<file path="src/rtl/rx_packet_parser.sv">
// rx_packet_parser: SOF/CMD/ARG_H/ARG_L/CHK byte-frame parser with a one-packet holding register.
// Define RX_TIMEOUT_EN to abort partial frames after TIMEOUT_CYCLES idle cycles.
module rx_packet_parser #(
  parameter logic [7:0] SOF = 8'hA5,
  parameter int TIMEOUT_CYCLES = 104_200
) (
  input  logic        clock,
  input  logic        reset,
  input  logic        byte_valid,
  input  logic [7:0]  byte_data,
  input  logic        parity_ok,
  input  logic        pkt_ack,
  output logic        pkt_valid,
  output logic [7:0]  pkt_cmd,
  output logic [15:0] pkt_arg,
  output logic        err_parity,
  output logic        err_checksum,
  output logic        err_overrun,
  output logic        err_timeout,
  output logic [2:0]  db_estado
);
  typedef enum logic [2:0] {
    ESPERA_SOF   = 3'd0,
    RECEBE_CMD   = 3'd1,
    RECEBE_ARG_H = 3'd2,
    RECEBE_ARG_L = 3'd3,
    RECEBE_CHK   = 3'd4
  } state_t;
  state_t state_q, state_d;
  logic vprev_q;
  logic [7:0] cmd_q, cmd_d, argh_q, argh_d, argl_q, argl_d, pkt_cmd_q, pkt_cmd_d;
  logic [15:0] pkt_arg_q, pkt_arg_d;
  logic pkt_valid_q, pkt_valid_d;
  logic err_par_q, err_par_d, err_chk_q, err_chk_d, err_ovr_q, err_ovr_d, err_to_q, err_to_d;
  logic ev, done, timeout;
  assign ev = byte_valid & ~vprev_q;
`ifdef RX_TIMEOUT_EN
  localparam int CW = $clog2(TIMEOUT_CYCLES + 1);
  logic [CW-1:0] cnt_q, cnt_d;
  assign timeout = state_q != ESPERA_SOF && !ev && cnt_q == CW'(TIMEOUT_CYCLES - 1);
  assign cnt_d = (state_q == ESPERA_SOF || ev || timeout) ? '0 : cnt_q + CW'(1);
  always_ff @(posedge clock) cnt_q <= reset ? '0 : cnt_d;
`else
  assign timeout = 1'b0;
`endif
  always_comb begin
    state_d = timeout ? ESPERA_SOF : state_q;
    cmd_d = cmd_q;
    argh_d = argh_q;
    argl_d = argl_q;
    pkt_valid_d = pkt_valid_q;
    pkt_cmd_d = pkt_cmd_q;
    pkt_arg_d = pkt_arg_q;
    err_par_d = 1'b0;
    err_chk_d = 1'b0;
    err_ovr_d = 1'b0;
    err_to_d = timeout;
    done = 1'b0;
    if (ev && !parity_ok) begin
      err_par_d = 1'b1;
      state_d = ESPERA_SOF;
    end else if (ev) begin
      case (state_q)
        ESPERA_SOF:   state_d = byte_data == SOF ? RECEBE_CMD : ESPERA_SOF;
        RECEBE_CMD:   begin cmd_d = byte_data; state_d = RECEBE_ARG_H; end
        RECEBE_ARG_H: begin argh_d = byte_data; state_d = RECEBE_ARG_L; end
        RECEBE_ARG_L: begin argl_d = byte_data; state_d = RECEBE_CHK; end
        default: begin
          state_d = ESPERA_SOF;
          done = byte_data == (cmd_q ^ argh_q ^ argl_q);
          err_chk_d = ~done;
        end
      endcase
    end
    // an ack in the completion cycle frees the register for the new frame
    if (done && (!pkt_valid_q || pkt_ack)) begin
      pkt_valid_d = 1'b1;
      pkt_cmd_d = cmd_q;
      pkt_arg_d = {argh_q, argl_q};
    end else if (done) begin
      err_ovr_d = 1'b1;
    end else if (pkt_ack) begin
      pkt_valid_d = 1'b0;
    end
  end
  always_ff @(posedge clock) begin
    if (reset) begin
      state_q <= ESPERA_SOF;
      vprev_q <= 1'b0;
      cmd_q <= '0;
      argh_q <= '0;
      argl_q <= '0;
      pkt_valid_q <= 1'b0;
      pkt_cmd_q <= '0;
      pkt_arg_q <= '0;
      err_par_q <= 1'b0;
      err_chk_q <= 1'b0;
      err_ovr_q <= 1'b0;
      err_to_q <= 1'b0;
    end else begin
      state_q <= state_d;
      vprev_q <= byte_valid;
      cmd_q <= cmd_d;
      argh_q <= argh_d;
      argl_q <= argl_d;
      pkt_valid_q <= pkt_valid_d;
      pkt_cmd_q <= pkt_cmd_d;
      pkt_arg_q <= pkt_arg_d;
      err_par_q <= err_par_d;
      err_chk_q <= err_chk_d;
      err_ovr_q <= err_ovr_d;
      err_to_q <= err_to_d;
    end
  end
  assign pkt_valid = pkt_valid_q;
  assign pkt_cmd = pkt_cmd_q;
  assign pkt_arg = pkt_arg_q;
  assign err_parity = err_par_q;
  assign err_checksum = err_chk_q;
  assign err_overrun = err_ovr_q;
  assign err_timeout = err_to_q;
  assign db_estado = state_q;
endmodule

</file>
<file path="config.mk">
export PLATFORM = sky130hd
export DESIGN_NAME = rx_packet_parser
export DESIGN_NICKNAME = d
export VERILOG_FILES = /design/src/rtl/rx_packet_parser.sv
export SDC_FILE = /design/constraint.sdc
export NUM_CORES = 1
export LEC_CHECK = 0
export ABC_CLOCK_PERIOD_IN_PS = 2300
export CORE_AREA = 2 2 103 105
export CTS_CLUSTER_SIZE = 16
export DETAILED_ROUTE_END_ITERATION = 10
export DIE_AREA = 0 0 105 107
export GPL_ROUTABILITY_DRIVEN = 1
export PLACE_DENSITY = 0.53
export SETUP_SLACK_MARGIN = 0.4
export SLEW_MARGIN = 15
export SYNTH_ARGS = -nofsm -noshare
export SYNTH_HDL_FRONTEND = slang
export SYNTH_SLANG_ARGS = --single-unit
</file>
<file path="constraint.sdc">
create_clock -name clock -period 2.3 [get_ports clock]
set_input_delay 0.46 -clock clock [delete_from_list [all_inputs] [get_ports clock]]
set_output_delay 0.46 -clock clock [all_outputs]
set_load 0.02 [all_outputs]
</file>
# After elaboration in Yosys (flattened, before gate mapping)

Index checks and enable logic that the tools add are counted.

Register bits: 56
Input port bits: 13
Output and inout bits: 32
Logic and storage cells: 49

Eq/ne operators: 6
Muxes and demuxes: 10
Bitwise gates (word level): 7
Reductions and logical operators: 15

Operators by type and width:

| operator                                                               | number |
|---|---|
| 8-bit XOR                                                              | 2 |
| 3-bit case mux with 4 select lines                                     | 1 |
| 1-bit two-way mux                                                      | 9 |
| 3-bit AND reduction                                                    | 3 |
| 8-bit equality test                                                    | 1 |
| 8-bit equality test (second input constant)                            | 1 |
| 7-bit OR reduction                                                     | 1 |
| 3-bit by 2-bit equality test with 1-bit output (second input constant) | 2 |
| 1-bit NOT                                                              | 4 |
| 2-bit OR reduction                                                     | 2 |
| 4-bit OR reduction                                                     | 1 |
| 3-bit by 1-bit equality test with 1-bit output (second input constant) | 1 |
| 3-bit zero test                                                        | 1 |
| 1-bit logical AND                                                      | 2 |
| 1-bit zero test                                                        | 2 |
| 2-bit by 1-bit != test with 1-bit output (second input constant)       | 1 |
| 2-bit AND reduction                                                    | 1 |
| 2-bit nonzero test                                                     | 1 |
| 1-bit AND                                                              | 1 |
| 1-bit logical OR                                                       | 1 |

# Logic depth before layout (Yosys ltp)

Depth after elaboration: 9
Gate-level depth with buffers: 6
Mapped depth without buffers: 5

# Worst setup path before layout

Ideal clock, no wire load.

Path kind: input to register
Start point: input byte_data[3]
End point: register pkt_arg_q[0], in the netlist pkt_arg[0]
Library setup time: 0.072 ns
Data arrival time: 1.846 ns
Data required time: 2.228 ns
Path slack: 0.383 ns
Stages: 6
Path buffers: 1
Path through: xnor2_1 xnor2_1 nand4_1 nor4_4 buf_6 mux2i_1

Word-level cells in the longest chain between the ends: 5

Ends and longest elaborated chain:

| item                   | RTL line | text |
|---|---|---|
| start: declaration     | 10       | `input logic [7:0] byte_data,` |
| 8-bit equality test    | 70       | `done = byte_data == (cmd_q ^ argh_q ^ argl_q);` |
| 1-bit two-way mux      | 63       | `case (state_q)` |
| 1-bit two-way mux      | 62       | `end else if (ev) begin` |
| 1-bit two-way mux      | 59       | `if (ev && !parity_ok) begin` |
| 1-bit logical AND      | 76       | `if (done && (!pkt_valid_q \|\| pkt_ack)) begin` |
| end signal: assignment | 108      | `pkt_arg_q <= pkt_arg_d;` |
| end: declaration       | 32       | `logic [15:0] pkt_arg_q, pkt_arg_d;` |

No other way between the ends.
A chain may end at the register's enable or synchronous reset.

# Worst setup path after layout

Start point: input byte_data[3]
End point: register pkt_arg_q[2], in the netlist pkt_arg[2]

Same word-level chain as after synthesis.

==> results.py <==
metrics = {
    "sta": {
        "rsz0062_at_grt": "true",
        "timing.hold.ws_ns": 0.4766,
        "setup-violations-final": 0,
        "hold_viol": 0,
        "layout_setup_ws_ns": 0.4300,
        "clock_skew_ns": 0.003845,
        "min_period_over_period_pct": 81.30,
        "fmax_mhz": 534.8,
        "slew_viol_final": 0,
        "layout_min_cycle_time_ns": 1.870,
    },
    "power_and_ir_drop": {
        "peakVddDrop_mv": 0.2017,
        "p_int_mw": 1.271,
        "pwr-share-clk_pct": 34.3,
        "p_per_area_nw_per_um2": 478.9,
        "switching_share_pct": 22.15,
        "leakage_nw": 1.281,
        "power_frac_seq_pct": 59.4,
        "power_switching_mw": 0.3616,
        "power_frac_comb_pct": 6.3,
    },
    "logic_synthesis": {
        "synth-edff-count": 0,
        "synth.most_common_cell": "dfxtp_1",
        "synth_area_leaders": "dfxtp_1, mux2i_1, nand2b_1",
        "synth_cell_type_count": 29,
        "dominantRegCellSynth": "dfxtp_1",
        "synth_top_cell_area_share_pct": 44.98,
        "synth_seq_cells": 56,
        "syn_inst": 248,
        "synth-async-reset-ratio_pct": 0,
        "synth_top_cell_by_area": "dfxtp_1",
        "synthesis.nets": 261,
        "yosys-top-cells-count": "dfxtp_1, nand2b_1, mux2i_1, nor2_1, xnor2_1",
        "avgSynthCellArea_um2": 10.05,
        "yosys_warnings": 0,
        "synth_area_um2": 2492,
        "ys_seq_area_share_pct": 44.98,
    },
    "final_layout": {
        "antennaDiodeCount": 0,
        "num-nets-final": 318,
        "drive_gt1_share_pct": 17.65,
        "syn_to_final_growth_pct": 36.75,
        "fin_util_pct": 33.77,
    },
    "clock_network": {
        "clk_path_buf_depth": 2,
        "ctsHoldBuffers": 0,
        "clk_pin_slew_ns": 0.10,
        "clock_latency_ns": 0.30,
        "cts.sinks": 56,
        "h-tree-depth": 2,
        "cts_tree": "yes",
        "cts_root_buffer": "clkbuf_8",
        "numCtsBuffers": 5,
    },
    "grt": {
        "grt_pass1_wl_um": 9114,
        "grt_pass1_vias": 1803,
        "antenna_found_initial": 0,
        "grt_overflow": 0,
        "grt_start_max_net_pins": 59,
        "track_usage_pct": 10.29,
    },
    "hold_path": {
        "hold_path_class": "reg -> reg",
    },
    "flow_run": {
        "maxCapViolCount": 0,
    },
    "die": {
        "rows": 37,
        "initial_core_util_pct": 24.70,
        "die-area_um2": 11240,
        "die_h_um": 107,
        "core_area_um2": 10090,
        "fp.dieW_um": 105,
        "io_pins": 45,
    },
    "place": {
        "port_buffers": 43,
        "hpwlAfterDp_um": 3818,
        "place_ws_ns": -0.1229,
        "gp_congestion": 0.7437,
    },
    "setup_path": {
        "cp-start-kind": "input pin",
        "worst_setup_path_end_kind": "register",
        "crit_type": "in -> reg",
        "critPathMaxStageDelay_ns": 0.31,
        "cp.arrival_ns": 2.11,
        "cp_cell_sequence": "clkdlybuf4s15_2, xnor2_2, xnor2_1, nand4_1, nor4_4, buf_4, buf_6, buf_8, mux2i_1",
        "critPathMaxFanout": 6,
        "crit_required_ns": 2.54,
        "critPathSlowestCell": "nor4_4",
        "crit_family": "buffers and inverters",
        "crit_buf_inv": 4,
    },
    "route": {
        "wl_per_cell_um": 12.54,
        "drtIter0Drc": 44,
        "drt_first_pass_iters": 4,
        "finalWirelength_um": 5543,
        "drcViolationCount": 0,
        "antenna_left": 0,
        "avgViaCountPerCell": 4.025,
        "via_count": 1779,
    },
    "status": {
        "status": "complete, no violations",
    },
}
## registers in the layout, indices dropped and copies added, names as in the netlist
signal        count
pkt_arg          16
argh_q            8
argl_q            8
cmd_q             8
pkt_cmd           8
db_estado         3
err_checksum      1
err_overrun       1
err_parity        1
pkt_valid         1
vprev_q           1
## power by group through the flow
stage / sequential (mW) / combinational, mW / clock, mW
3_5_place_dp: 0.994 / 0.105 / 0
3_3_place_gp: 0.994 / 0.105 / 0
4_1_cts: 0.971 / 0.104 / 0.582
5_1_grt: 0.971 / 0.113 / 0.623
6_report: 0.970 / 0.103 / 0.559
2_1_floorplan: 0.994 / 0.0508 / 0
## metrics by stage
step / TNS, ns / cells / total power [mW] / instance area (um^2)
2_1_floorplan: 0 / 248 / 1.045 / 2492
3_3_place_gp: -1.803 / 428 / 1.098 / 3169
3_5_place_dp: -1.814 / 428 / 1.098 / 3169
4_1_cts: 0 / 440 / 1.658 / 3353
5_1_grt: 0 / 442 / 1.706 / 3408
6_report: 0 / 442 / 1.632 / 3408
## worst min-delay path: cells and delay by family (launching register included)
family | cells | cell delay [ns]
flops | 1 | 0.32
simple gates | 1 | 0.06
mux | 1 | 0.06
## final cells by class
cell class,count,area (um^2)
Tap cell,136,170.2
Sequential cell,56,1139
Multi-Input combinational cell,176,1353
Inverter,1,3.754
Fill cell,1087,6684
Timing Repair Buffer,65,653.1
Clock buffer,8,90.09
## path summary, 6_finish.rpt
path	slack, ns	cells after the start	start	end
worst min register to register	0.48	2	pkt_cmd[1]$_SDFFE_PP0P_	pkt_cmd[1]$_SDFFE_PP0P_
worst max register to register	0.45	8	argl_q[3]$_SDFFE_PP0P_	pkt_arg[2]$_SDFFE_PP0P_
worst max-delay path	0.43	9	byte_data[3]	pkt_arg[2]$_SDFFE_PP0P_
worst min-delay path	0.48	2	pkt_cmd[1]$_SDFFE_PP0P_	pkt_cmd[1]$_SDFFE_PP0P_
## layout by cell type (no fill, tap or decap), types with 3 or more instances in the layout
master	n
clkbuf_8	6
nor2_1	28
xnor2_1	15
dfxtp_1	44
dfxtp_2	11
nor3_1	3
mux2i_1	47
xor2_1	4
dlygate4sd2_1	5
buf_4	16
clkdlybuf4s50_1	31
buf_12	3
xnor2_2	5
nand2b_1	50
## cell families (layout without fill, tap and decap cells)
family          Yosys count  in the layout  share of synthesized area (%)
compound gates            5              5                          1.456
xor+xnor                 24             24                          8.434
buf+inv                  16             74                          3.213
flops                    56             56                          44.98
mux                      48             48                          19.28
other cells               1              1                         0.1505
simple gates             98             98                          22.49
## what timing repair did
item	4_1_cts	5_1_grt
pin swaps	14	7
cloned	2	0
buffers inserted	2	2
gates resized for setup	24	20
endpoints found under the setup margin	25	24
## routing by layer
metal | global-route usage [%] | up-vias | wire length (um) | share of wire [%]
li1 | - | 925 | - | -
met1 | 13.14 | 823 | 2666 | 48
met2 | 17.35 | 26 | 2647 | 48
met3 | 2.249 | 5 | 168 | 3.0
met4 | 3.143 | 0 | 60 | 1.1
met5 | 0 | - | 0 | 0
No activity file was read; power rests on OpenSTA's default activity.
